## config.mk

```make
export PLATFORM = sky130hd
export DESIGN_NAME = wb_splitter
export DESIGN_NICKNAME = d
export VERILOG_FILES = /design/src/rtl/wb_pkg.sv /design/src/rtl/wb_pipecount.sv /design/src/rtl/wb_splitter.sv
export SDC_FILE = /design/constraint.sdc
export NUM_CORES = 1
export LEC_CHECK = 0
export CAP_MARGIN = 10
export CORE_MARGIN = 8
export CORE_UTILIZATION = 21
export CTS_CLUSTER_DIAMETER = 120
export DETAILED_ROUTE_END_ITERATION = 8
export PLACE_DENSITY = 0.76
export SYNTH_ARGS = -nofsm -noshare
export SYNTH_HDL_FRONTEND = slang
export SYNTH_HIERARCHICAL = 1
export SYNTH_SLANG_ARGS = --single-unit
export TNS_END_PERCENT = 10
```

## constraint.sdc

```tcl
create_clock -name i_clk -period 3.7 [get_ports i_clk]
set_input_delay 1.11 -clock i_clk [delete_from_list [all_inputs] [get_ports i_clk]]
set_output_delay 1.11 -clock i_clk [all_outputs]
set_load 0.02 [all_outputs]
```

## src/rtl/wb_pkg.sv

```systemverilog
// Shared Wishbone definitions for the bus decoders.
//   wb_slv_e        : slave index (WB_SLV_A = memory, WB_SLV_B = peripherals)
//   wb_adr_t        : default-width bus address
//   WB_B_BASE/MASK  : default decode window for slave B
package wb_pkg;

  localparam int unsigned WB_AW = 19;

  typedef enum logic {
    WB_SLV_A = 1'b0,
    WB_SLV_B = 1'b1
  } wb_slv_e;

  typedef logic [WB_AW-1:0] wb_adr_t;

  localparam wb_adr_t WB_B_BASE = 19'h10000;
  localparam wb_adr_t WB_B_MASK = 19'h70000;

endpackage

```

## src/rtl/wb_pipecount.sv

```systemverilog
// Outstanding-request counter for pipelined Wishbone routing.
//   i_clk, i_rst : clock, asynchronous active-high reset
//   i_inc        : a request was accepted this cycle
//   i_dec        : an acknowledgement retired a request this cycle
//   i_clr        : drop all outstanding requests (overrides inc/dec)
//   o_cnt        : current outstanding count
//   o_full       : count at its maximum, no further requests may issue
//   o_empty      : nothing outstanding
module wb_pipecount #(
  parameter int unsigned LGPIPE = 4
) (
  input  logic              i_clk,
  input  logic              i_rst,
  input  logic              i_inc,
  input  logic              i_dec,
  input  logic              i_clr,
  output logic [LGPIPE-1:0] o_cnt,
  output logic              o_full,
  output logic              o_empty
);

  logic [LGPIPE-1:0] r_cnt;

  always_ff @(posedge i_clk or posedge i_rst) begin
    if (i_rst) begin
      r_cnt <= '0;
    end else if (i_clr) begin
      r_cnt <= '0;
    end else if (i_inc && !i_dec) begin
      r_cnt <= r_cnt + 1'b1;
    end else if (i_dec && !i_inc) begin
      r_cnt <= r_cnt - 1'b1;
    end
  end

  assign o_cnt   = r_cnt;
  assign o_full  = (r_cnt == '1);
  assign o_empty = (r_cnt == '0);

endmodule

```

## src/rtl/wb_splitter.sv

```systemverilog
// Single-master to two-slave pipelined Wishbone address decoder/router.
// Requests are routed by address (slave B when (adr & B_MASK) == B_BASE,
// else slave A); ack/err/data return from the slave owning the outstanding
// requests. Switching slaves stalls until every outstanding request is acked.
// An error aborts the bus cycle until the master drops i_cyc.
//   i_clk, i_rst                 : clock, asynchronous active-high reset
//   i_cyc/i_stb/i_we/i_adr/i_dat : master request
//   o_ack/o_stall/o_err/o_data   : master response
//   o_a_* / i_a_*                : slave A (memory) port
//   o_b_* / i_b_*                : slave B (peripherals) port
// Optional: define WBS_TIMEOUT_EN to add an ack timeout of TIMEOUT cycles
// that raises o_err like a slave error.
module wb_splitter
  import wb_pkg::*;
#(
  parameter int unsigned    AW      = 19,
  parameter int unsigned    DW      = 32,
  parameter logic [AW-1:0]  B_BASE  = AW'(WB_B_BASE),
  parameter logic [AW-1:0]  B_MASK  = AW'(WB_B_MASK),
  parameter int unsigned    LGPIPE  = 4,
  parameter int unsigned    TIMEOUT = 1023
) (
  input  logic          i_clk,
  input  logic          i_rst,
  input  logic          i_cyc,
  input  logic          i_stb,
  input  logic          i_we,
  input  logic [AW-1:0] i_adr,
  input  logic [DW-1:0] i_dat,
  output logic          o_ack,
  output logic          o_stall,
  output logic          o_err,
  output logic [DW-1:0] o_data,
  output logic          o_a_cyc,
  output logic          o_a_stb,
  output logic          o_a_we,
  output logic [AW-1:0] o_a_adr,
  output logic [DW-1:0] o_a_dat,
  input  logic          i_a_ack,
  input  logic          i_a_stall,
  input  logic          i_a_err,
  input  logic [DW-1:0] i_a_data,
  output logic          o_b_cyc,
  output logic          o_b_stb,
  output logic          o_b_we,
  output logic [AW-1:0] o_b_adr,
  output logic [DW-1:0] o_b_dat,
  input  logic          i_b_ack,
  input  logic          i_b_stall,
  input  logic          i_b_err,
  input  logic [DW-1:0] i_b_data
);

  wb_slv_e           r_sel;
  logic              r_abort;
  wb_slv_e           w_dec;
  wb_slv_e           w_sel;
  logic              w_block;
  logic              w_sel_stall;
  logic              w_busy_stall;
  logic              w_accept;
  logic              w_ack;
  logic              w_err;
  logic              w_slv_err;
  logic              w_tmo;
  logic              w_a_cyc;
  logic              w_b_cyc;
  logic [LGPIPE-1:0] w_cnt;
  logic              w_full;
  logic              w_empty;

  assign w_dec = ((i_adr & B_MASK) == B_BASE) ? WB_SLV_B : WB_SLV_A;

  // With nothing outstanding the new request picks its slave immediately,
  // giving the zero-cycle request path; otherwise the owner is locked.
  assign w_sel = (w_empty && i_stb) ? w_dec : r_sel;

  assign w_block      = (!w_empty && (w_dec != r_sel)) || w_full;
  assign w_sel_stall  = (w_sel == WB_SLV_B) ? i_b_stall : i_a_stall;
  assign w_busy_stall = r_abort || w_block || w_sel_stall;

  // Internal acceptance/return terms exclude i_rst: the registers are held
  // by the asynchronous reset, only the visible outputs need gating.
  assign w_accept  = i_cyc && i_stb && !w_busy_stall;
  assign w_ack     = ((r_sel == WB_SLV_B) ? i_b_ack : i_a_ack) && !w_empty && !r_abort;
  assign w_slv_err = ((r_sel == WB_SLV_B) ? i_b_err : i_a_err) && !w_empty && !r_abort;
  assign w_err     = w_slv_err || w_tmo;

  assign w_a_cyc = i_cyc && !r_abort && (w_sel == WB_SLV_A);
  assign w_b_cyc = i_cyc && !r_abort && (w_sel == WB_SLV_B);

  assign o_a_cyc = w_a_cyc && !i_rst;
  assign o_b_cyc = w_b_cyc && !i_rst;
  assign o_a_stb = w_a_cyc && i_stb && !w_block && !i_rst;
  assign o_b_stb = w_b_cyc && i_stb && !w_block && !i_rst;

  assign o_stall = w_busy_stall || i_rst;
  assign o_ack   = w_ack && !i_rst;
  assign o_err   = w_err && !i_rst;
  assign o_data  = (r_sel == WB_SLV_B) ? i_b_data : i_a_data;

  assign o_a_we  = i_we;
  assign o_a_adr = i_adr;
  assign o_a_dat = i_dat;
  assign o_b_we  = i_we;
  assign o_b_adr = i_adr;
  assign o_b_dat = i_dat;

  always_ff @(posedge i_clk or posedge i_rst) begin
    if (i_rst) begin
      r_sel   <= WB_SLV_A;
      r_abort <= 1'b0;
    end else begin
      if (w_empty && i_stb) begin
        r_sel <= w_dec;
      end
      r_abort <= i_cyc && (r_abort || w_err);
    end
  end

  wb_pipecount #(
    .LGPIPE (LGPIPE)
  ) u_pipecount (
    .i_clk   (i_clk),
    .i_rst   (i_rst),
    .i_inc   (w_accept),
    .i_dec   (w_ack),
    .i_clr   (!i_cyc || w_err),
    .o_cnt   (w_cnt),
    .o_full  (w_full),
    .o_empty (w_empty)
  );

`ifdef WBS_TIMEOUT_EN
  localparam int unsigned TMO_W = $clog2(TIMEOUT + 1);

  logic [TMO_W-1:0] r_tmo;

  // Counts cycles since the last ack while requests are outstanding;
  // holds at TIMEOUT until the resulting abort empties the counter.
  always_ff @(posedge i_clk or posedge i_rst) begin
    if (i_rst) begin
      r_tmo <= '0;
    end else if (w_ack || w_empty) begin
      r_tmo <= '0;
    end else if (r_tmo != TMO_W'(TIMEOUT)) begin
      r_tmo <= r_tmo + 1'b1;
    end
  end

  assign w_tmo = (r_tmo == TMO_W'(TIMEOUT)) && !w_empty && !r_abort;
`else
  assign w_tmo = 1'b0;
`endif

  // Full count is only a debug aid here; flags carry all routing state.
  logic w_cnt_unused;
  assign w_cnt_unused = ^w_cnt;

endmodule

```

==> out/qor.txt, run 1 <==
Worst IR Drop VDD - 0.0001658 V
DRC Markers - 0
Post-synth top flop - dfrtp_1
CP Data Arrival Time - 3.68 ns
First-pass GRT wire length - 8.355 mm
Adder-cell share of the synthesized area - 3.355%
FP Rows - 33
TritonCTS Buffers - 3
Largest family of logic cells by synthesized area - buffers and inverters
Io pins - 269
Drt first pass iters - 4
Sink Count - 6
RR Startpoint - u_pipecount/o_cnt[2]
Max-slew violation count - 0
Max Clk Rate - 279.1 MHz
Post-DP Area - 2369 µm²
Yosys warns - 6
Critical Path End Type - flip-flop
Register area share after synthesis - 8.753%
Total GRT Usage - 9.410%
Mean post-synth cell area - 8.327 µm²
Multiplexer share of the synthesized area - 24.73%
Clock Skew - 0.002406 ns
Inserted Diodes - 0
Initial Util - 21.31%
Routed Antenna Nets - 0
Maxcap violations - 0
Worst reg-to-reg setup slack - 0.46 ns
Die Width - 106.4 µm
Crit-path max FO - 2
Slew margin rel. - 82.65%
Cell area after layout - 2421 µm²
Post-Syn Area - 1715 µm²
Initial antenna violation count - 0
Leakage Power - 0.0009619 µW
Dpl cells - 337
Synth cell types - 32
Synthesis-to-finish area growth - 41.14%
Port Buffer Count - 121
Hold Crit Class - reg2reg
Worst hold start - u_pipecount/o_cnt[1]
Final period util - 96.82%
Setup TNS - 0 ns
Syn nets - 336
EDFF count, synth - 0
Status - complete, no violations
Vias in the first global route - 1498
Tmin final - 3.582 ns
Critical Path RT - 3.80 ns
CTS tree - done
Wire per inst - 16.80 µm
Multi-input logic area - 779.5 µm²
Vias - 1363
Syn Inst Count - 206
Final nets - 368
Clk buf depth - 2
FF/Latch Area - 150.1 µm²
Core Box Area - 8051 µm²
Synth Area in XOR/XNOR - 1.021%
Register bit count reported by yosys - 6
Post-synthesis simple-gate area fraction - 11.67%
Die Area - 11320 µm²
1st-iter DRT viols - 31
Final std cells w/o fill - 341
Slew @ Worst Pin - 0.2530 ns
Die Ht - 106.4 µm
Wire length after detailed routing - 5.729 mm
Pin count of the biggest net entering global routing - 35
Dpl hpwl - 4.996 mm
Compound-Gate Fraction of Synth Area - 2.115%
CTS root buf - clkbuf_8
Share of layout cells above drive strength 1 - 31.36%
GPL Wtd Cong - 0.7587
Worst setup path startpoint - i_a_stall
DR vias/cell - 3.997
PwrDens - 495.0 nW/µm²
Filler instances - 857
Critical path class - in2reg
H-tree depth - 1
Endpoints failing setup - 0
Final-report hold violation count - 0
Nature of the critical path startpoint - input port
CTS clk-pin slew, worst paths - 0.04 ns
Async SR Flop Fraction - 100.0%
Clk_lat worst skew - 0.22 ns
Overflow after GRT - 0
Hold_buf cts - 0
==> cells in the final DEF (no fill, tap or decap), types with 2 or more instances in the layout <==
| cell | n |
|---|---|
| a21oi_1 | 2 |
| and2_1 | 2 |
| buf_2 | 4 |
| buf_4 | 17 |
| clkbuf_2 | 3 |
| clkbuf_8 | 3 |
| clkdlybuf4s50_1 | 110 |
| dfrtp_1 | 6 |
| inv_1 | 6 |
| mux2_2 | 34 |
| mux2i_1 | 3 |
| nand2_1 | 2 |
| nand3_2 | 2 |
| nor2_1 | 13 |
| nor2b_1 | 3 |
| nor4_1 | 2 |
| xor2_1 | 2 |
==> worst paths after layout <==
check	endpoint	cells after the start
worst min-delay path	u_pipecount/o_cnt[1]	2
worst min register to register	u_pipecount/o_cnt[1]	2
min in group asynchronous	r_abort	3
max in group asynchronous	u_pipecount/o_cnt[0]	3
worst max register to register	u_pipecount/o_cnt[3]	14
worst max-delay path	u_pipecount/o_cnt[3]	12
==> logic make-up (layout without fill, tap and decap cells) <==
kind of cell / count (synthesis) / in the layout
compound gates: 6 / 6
xor+xnor: 2 / 2
fa+ha+maj: 4 / 4
buf+inv: 115 / 145
flops: 6 / 6
mux: 38 / 38
simple gates: 35 / 35
==> per-layer routing <==
layer / track usage, % / vias up / wire (µm)
li1: - / 636 / -
met3: 4.477 / 26 / 633
met1: 10.54 / 608 / 2393
met2: 15.28 / 93 / 2589
met4: 3.317 / 0 / 112
met5: 0 / - / 0
==> power breakdown <==
part	leakage [µW]	internal [µW]	switching [µW]	total [µW]
Sequential	0.0000811	89.4	38.7	128
Clock	0.0000216	69.7	25.9	95.6
Combinational	0.000859	529	446	975
==> per-stage QoR <==
stage	utilization (%)	worst slack, ns	total power (µW)	hold WS (ns)
3_3_place_gp	29.42	-0.5832	1064	0.5701
2_1_floorplan	-	0.1671	797.4	0.5227
4_1_cts	29.96	0.005026	1198	0.6020
5_1_grt	30.07	-0.001073	1286	0.6566
3_5_place_dp	29.42	-0.6603	1080	0.5959
6_report	30.07	0.1176	1198	0.6063
==> cell type report <==
class / instances / area share, %
repair buffers: 136 / 53.54
flip-flops and latches: 6 / 6.202
multi-input cells: 85 / 32.20
clock buffers: 3 / 1.705
inverters: 6 / 0.9302
well taps: 105 / 5.426
==> critical path: stages <==
cell	delay [ns]
clkdlybuf4s50_1	0.42
or4_1	0.52
nand3_2	0.10
and3_1	0.16
ha_2	0.17
inv_1	0.07
buf_4	0.14
ha_1	0.28
nand3_2	0.09
a211oi_2	0.23
a31oi_1	0.07
mux2_1	0.31
==> registers in the layout, indices dropped and copies added (netlist names) <==
register           count
u_pipecount/o_cnt      4
r_abort                1
r_sel                  1
==> cells in the mapped netlist, types with 2 or more instances <==
library cell,number,share of area (%)
inv_1,6,1.3
nor4_1,2,0.73
mux2i_1,3,1.8
mux2_2,34,22
ha_1,3,2.2
nand3_1,2,0.58
buf_4,105,46
nor2_1,13,2.8
buf_2,3,0.88
nand2_1,2,0.44
a21oi_1,3,0.88
dfrtp_1,6,8.8
and2_1,2,0.73
nor2b_1,3,1.1
xor2_1,2,1.0
==> what timing repair did <==
| item | in CTS | in global routing |
|---|---|---|
| gates resized for setup | 27 | 12 |
| buffers inserted | 1 | 0 |
| endpoints found under the setup margin | 8 | 3 |
| pin swaps | 1 | 3 |
Note: power is estimated with default switching activity, not from simulation.
==> run 2, diff against run 1 <==
--- a/config.mk
+++ b/config.mk
@@ -6,11 +6,11 @@
 export NUM_CORES = 1
 export LEC_CHECK = 0
 export CAP_MARGIN = 10
-export CORE_MARGIN = 8
-export CORE_UTILIZATION = 21
+export CORE_AREA = 2 2 105 107
 export CTS_CLUSTER_DIAMETER = 120
 export DETAILED_ROUTE_END_ITERATION = 8
-export PLACE_DENSITY = 0.76
+export DIE_AREA = 0 0 107 109
+export PLACE_DENSITY = 0.61
 export SYNTH_ARGS = -nofsm -noshare
 export SYNTH_HDL_FRONTEND = slang
 export SYNTH_HIERARCHICAL = 1
==> run 2 against run 1 <==
Utilization is 6.6 points lower. Via count is 0.59% higher. Routed wire length is 7.5% lower. Hold slack better by 0.014 ns. Global-route usage is 0.90 points lower. Cell area is 2.9% higher. Register-to-register slack hardly changed. Die area is 3.1% higher. Maximum frequency is 1.0% higher. Critical path depth stayed put. Sequential share of layout area is 0.17 points lower. Flip-flop and latch count stayed put.
==> out/qor.txt, run 2 (synthesis results as in run 1) <==
FP Rows - 38
CP Data Arrival Time - 3.65 ns
CP max stage cell - or4b_4
Io pins - 269
Final hold slack - 0.6203 ns
Final nets - 368
Vias - 1371
CTS clk-pin slew, worst paths - 0.04 ns
Die Ht - 109 µm
Pin count of the biggest net entering global routing - 35
Nature of the critical path startpoint - input port
Overflow after GRT - 0
First-pass GRT wire length - 7.458 mm
Worst-path cell chain - clkdlybuf4s50_1, or4b_4, nand3_2, and3_4, ha_4, inv_2, buf_4, ha_1, nand3_2, a211oi_2, a31oi_1, mux2_1
Dpl hpwl - 4.529 mm
Crit path largest cell delay - 0.50 ns
Wire per inst - 14.10 µm
Status - complete, no violations
Final-report hold violation count - 0
Max Clk Rate - 281.9 MHz
Max-slew violation count - 0
Final period util - 95.87%
Clk_lat worst skew - 0.22 ns
Total GRT Usage - 8.505%
DRC Markers - 0
Endpoints failing setup - 0
CTS tree - done
Slew @ Worst Pin - 0.2986 ns
Sink Count - 6
Core Box Area - 10600 µm²
Initial Util - 16.18%
Clk buf depth - 2
Port Buffer Count - 121
Clock Skew - 0.003689 ns
Dpl cells - 372
Critical Path End Type - flip-flop
Most frequent CP cell - nand3_2
GPL Wtd Cong - 0.7073
CP top delay family - simple AND/OR/NAND/NOR gates
TritonCTS Buffers - 3
Commonest non-fill, non-tap cell in the layout - clkdlybuf4s50_1
Wire length after detailed routing - 5.302 mm
H-tree depth - 1
Vias in the first global route - 1395
Maxcap violations - 0
Slew margin rel. - 79.52%
Leakage Power - 0.0009732 µW
Most frequent cells in the layout - clkdlybuf4s50_1, mux2_2, buf_4
Synthesis-to-finish area growth - 45.22%
Die Area - 11660 µm²
1st-iter DRT viols - 35
Tmin final - 3.547 ns
Crit-path max FO - 2
Max reg flops - 4
Share of layout cells above drive strength 1 - 31.36%
Hold_buf cts - 0
Worst path buffer plus inverter count - 3
Routed Antenna Nets - 0
Drt first pass iters - 4
Critical path class - in2reg
CTS root buf - clkbuf_8
Inserted Diodes - 0
DR vias/cell - 3.646
Filler instances - 1156
Final std cells w/o fill - 376
Critical Path RT - 3.80 ns
Die Width - 107 µm
Hold Crit Class - reg2reg
PwrDens - 483.9 nW/µm²
Initial antenna violation count - 1
Worst IR Drop VDD - 0.0001354 V
## run 2: cell types whose count changed in the layout (fill, tap and decap cells not counted)
cell,delta
buf_2,-2
dlymetal6s2s_1,+1
ha_4,+1
dlygate4sd2_1,+2
inv_2,+1
and3_4,+1
and3_1,-1
buf_4,-2
clkdlybuf4s50_1,-1
ha_2,-1
clkdlybuf4s15_2,+1
clkbuf_2,+1
inv_1,-1
## run 2: worst register-to-register path, cell delays in order (launching register included)
cell and delay (ns):
dfrtp_1 0.44, nor4_1 0.29, buf_4 0.20, nand2_2 0.08, or4b_4 0.52, nand3_2 0.09, and3_4 0.19, ha_4 0.13
inv_2 0.04, buf_4 0.13, ha_1 0.28, nand3_2 0.09, a211oi_2 0.24, a31oi_1 0.08, mux2_1 0.32
## run 2: layout make-up
class / instances / area [µm²] / area share [%]
inverters: 6 / 22.52 / 0.9041
flip-flops and latches: 6 / 150.1 / 6.027
clock buffers: 3 / 41.29 / 1.657
well taps: 140 / 175.2 / 7.032
repair buffers: 136 / 1308 / 52.49
multi-input cells: 85 / 794.5 / 31.89
## run 2: final timing paths
check                                     start                   end  slack (ns)  depth (start not counted)
setup / recovery                      i_b_stall  u_pipecount/o_cnt[3]        0.15                         12
hold / removal             u_pipecount/o_cnt[1]  u_pipecount/o_cnt[1]        0.62                          2
min in group asynchronous                 i_rst  u_pipecount/o_cnt[3]        1.33                          3
max in group asynchronous                 i_rst                 r_sel        2.20                          4
hold reg to reg            u_pipecount/o_cnt[1]  u_pipecount/o_cnt[1]        0.62                          2
setup reg to reg           u_pipecount/o_cnt[0]  u_pipecount/o_cnt[3]        0.46                         14
## run 2: power by group
part           internal [µW]  switching, µW
clock                   69.7           25.8
combinational            530            452
sequential              89.4           38.4
## run 2: through the flow
step / setup TNS (ns) / worst slack [ns] / instance area [µm²] / power (µW) / util, %
2_1_floorplan: 0 / 0.1671 / 1715 / 797.4 / -
3_3_place_gp: -3.329 / -0.5959 / 2412 / 1070 / 22.75
3_5_place_dp: -3.641 / -0.6367 / 2412 / 1083 / 22.75
4_1_cts: -0.03721 / -0.02102 / 2477 / 1207 / 23.37
5_1_grt: -0.004112 / -0.004112 / 2491 / 1302 / 23.50
6_report: 0 / 0.1530 / 2491 / 1205 / 23.50
## run 2: per-layer routing
metal  GRT usage [%]  wire length (µm)
met4           3.154               108
met2           13.88              2441
met1           9.688              2034
met3           4.065               704
met5               0                13
## run 2: repair_timing
| item | CTS | global route |
|---|---|---|
| hold endpoints to repair | 0 | 0 |
| endpoints found under the setup margin | 8 | 4 |
| setup buffers | 0 | 1 |
| resized for setup | 27 | 13 |
| pin swaps | 1 | 6 |
==> run 3, diff against run 2 <==
--- a/config.mk
+++ b/config.mk
@@ -11,8 +11,9 @@
 export DETAILED_ROUTE_END_ITERATION = 8
 export DIE_AREA = 0 0 107 109
 export PLACE_DENSITY = 0.61
+export SETUP_SLACK_MARGIN = 0.5
+export SLEW_MARGIN = 20
 export SYNTH_ARGS = -nofsm -noshare
 export SYNTH_HDL_FRONTEND = slang
-export SYNTH_HIERARCHICAL = 1
 export SYNTH_SLANG_ARGS = --single-unit
 export TNS_END_PERCENT = 10
==> run 3 against run 2 <==
Die area unchanged. Routed wire length increased by 3.2%. Worst setup slack got worse by 0.075 ns.
==> out/qor.txt, run 3 <==
Status - complete, no violations
Yosys top cell area share - 45.41%
Mean post-synth cell area - 8.427 µm²
Worst path buffer plus inverter count - 5
Commonest non-fill, non-tap cell in the layout - clkdlybuf4s50_1
Wire length after detailed routing - 5.472 mm
Seq pwr share - 11.2%
Hold_buf cts - 0
Critical Path End Type - flip-flop
Inserted Diodes - 0
Psw - 485.9 µW
Filler instances - 1141
Yosys warns - 0
Maxcap violations - 0
Final-report hold violation count - 0
Hold path endpoint - r_abort
Routed Antenna Nets - 0
Vias - 1367
Reg-to-Reg End - u_pipecount.o_cnt[3]
Final hold slack - 0.5946 ns
Layout Utilization - 25.28%
Clock share of power - 9.2%
Max Clk Rate - 276.1 MHz
First-pass GRT wire length - 7.631 mm
Synthesis-to-finish area growth - 55.90%
Crit path largest cell delay - 0.35 ns
DR vias/cell - 3.588
Hold Crit Class - reg2reg
Sink Count - 6
Gr busiest metal - met2
Syn nets - 334
Most frequent cells after synthesis - buf_4, mux2_1, nor2_1
Combinational power share - 79.6%
Slew margin rel. - 71.32%
Initial Util - 16.21%
Tmin final - 3.622 ns
Pin count of the biggest net entering global routing - 33
Clock Skew - 0.004644 ns
Clk buf depth - 2
Synth cell types - 31
Post-synth top flop - dfrtp_1
CP top delay family - buffers and inverters
Syn Inst Count - 204
Register area share after synthesis - 8.734%
Final std cells w/o fill - 381
CTS clk-pin slew, worst paths - 0.04 ns
Max-slew violation count - 0
EDFF count, synth - 0
Initial antenna violation count - 0
Endpoints failing setup - 0
Critical path class - in2reg
CTS tree - done
Overflow after GRT - 0
GR Util met2 - 13.06%
Synth top area cells - buf_4, mux2_1, dfrtp_1
Die Ht - 109 µm
Drt first pass iters - 4
Dpl cells - 372
M1 GR Usage - 10.67%
Port Buffer Count - 121
Total GRT Usage - 8.345%
Die Width - 107 µm
CP Data Arrival Time - 3.72 ns
Share of layout cells above drive strength 1 - 24.90%
Async SR Flop Fraction - 100.0%
Critical Path RT - 3.80 ns
Dpl hpwl - 4.576 mm
Post-Syn Area - 1719 µm²
Clk_lat worst skew - 0.22 ns
Core Box Area - 10600 µm²
Leakage Power - 0.001307 µW
Max reg flops - 4
Worst reg-to-reg setup slack - 0.53 ns
Nature of the critical path startpoint - input port
Worst hold start - r_abort
Most used standard cell by instance count after synthesis - buf_4
Worst r2r path cells - 12
GPL Wtd Cong - 0.7509
H-tree depth - 1
Most frequent cells in the layout - clkdlybuf4s50_1, dlymetal6s2s_1, mux2_1
Post-synth top area cell - buf_4
Final period util - 97.90%
CTS root buf - clkbuf_8
DRC Markers - 0
Crit-path max FO - 3
PwrDens - 411.2 nW/µm²
Internal power - 616.2 µW
CP max stage cell - mux2_2
Worst-path cell chain - buf_8, nor3b_4, buf_6, and3_4, a2111oi_4, buf_4, buf_6, a2111oi_4, ha_2, inv_2, ha_4, a21o_1, a21oi_2, mux2i_1, mux2_2
Sw frac - 44.09%
TritonCTS Buffers - 3
Die Area - 11660 µm²
Wire per inst - 14.36 µm
Worst hold stages - 1
Routing usage on met3 - 3.347%
1st-iter DRT viols - 42
Register bit count reported by yosys - 6
Final nets - 372
Vias in the first global route - 1464
Unrepaired setup endpoints after global routing - yes
RR Startpoint - u_pipecount.o_cnt[1]
Io pins - 269
Slew @ Worst Pin - 0.4302 ns
Worst IR Drop VDD - 0.0002166 V
FP Rows - 38
-- run 3: stage by stage --
stage | cell area (µm²) | worst slack [ns] | TNS (ns) | total power (µW)
global placement | 2479 | -0.7028 | -4.117 | 995.1
CTS | 2582 | 0.01792 | 0 | 1132
floorplan | 1772 | 0.3291 | 0 | 734.2
finish | 2680 | 0.07759 | 0 | 1102
detailed placement | 2479 | -0.7188 | -4.380 | 998.3
global route | 2680 | -0.08055 | -0.08055 | 1181
-- run 3: power by group through the flow --
stage | Clock, µW | Sequential [µW] | Combinational [µW]
finish | 101 | 123 | 878
global route | 110 | 128 | 944
detailed placement | 0 | 119 | 879
CTS | 104 | 123 | 905
global placement | 0 | 118 | 877
floorplan | 0 | 102 | 632
-- run 3: how the worst max path moves through the flow --
| stage | start | endpoint | cells after the start |
|---|---|---|---|
| after floorplan | i_adr[18] | u_pipecount.o_cnt[3] | 11 |
| after global placement | i_adr[17] | o_stall | 6 |
| after detailed placement | i_adr[17] | o_b_stb | 7 |
| after CTS | i_adr[17] | u_pipecount.o_cnt[3] | 15 |
| after global routing | i_adr[17] | u_pipecount.o_cnt[3] | 15 |
| final | i_adr[17] | u_pipecount.o_cnt[3] | 15 |
-- run 3: area by class of cell --
class | count | area, µm² | share of cell area [%]
repair buffers | 142 | 1444 | 53.87
flip-flops and latches | 6 | 151.4 | 5.649
multi-input cells | 82 | 838.3 | 31.28
well taps | 140 | 175.2 | 6.536
clock buffers | 4 | 45.04 | 1.681
inverters | 7 | 26.28 | 0.9804
-- run 3: cells by family (layout without fill, tap and decap cells) --
| family | after synthesis | after routing | share of synthesized area [%] |
|---|---|---|---|
| multiplexers | 36 | 36 | 23.36 |
| flip-flops | 6 | 6 | 8.733 |
| AO/OA/AOI/OAI | 11 | 11 | 5.749 |
| XOR/XNOR | 3 | 3 | 1.529 |
| buffers and inverters | 116 | 153 | 48.11 |
| adder cells (fa/ha/maj) | 4 | 4 | 3.348 |
| AND/OR/NAND/NOR | 28 | 28 | 9.171 |
-- run 3: what timing repair did --
item | 4_1_cts | 5_1_grt
gates resized for setup | 43 | 53
pin swaps | 5 | 9
buffers inserted | 5 | 0
endpoints found under the setup margin | 49 | 42
cloned | 0 | 0
-- run 3: routing by layer --
metal | wire length, µm | vias up
met5 | 0 | -
met4 | 43 | 0
met3 | 657 | 2
met2 | 2524 | 102
met1 | 2246 | 620
li1 | - | 643
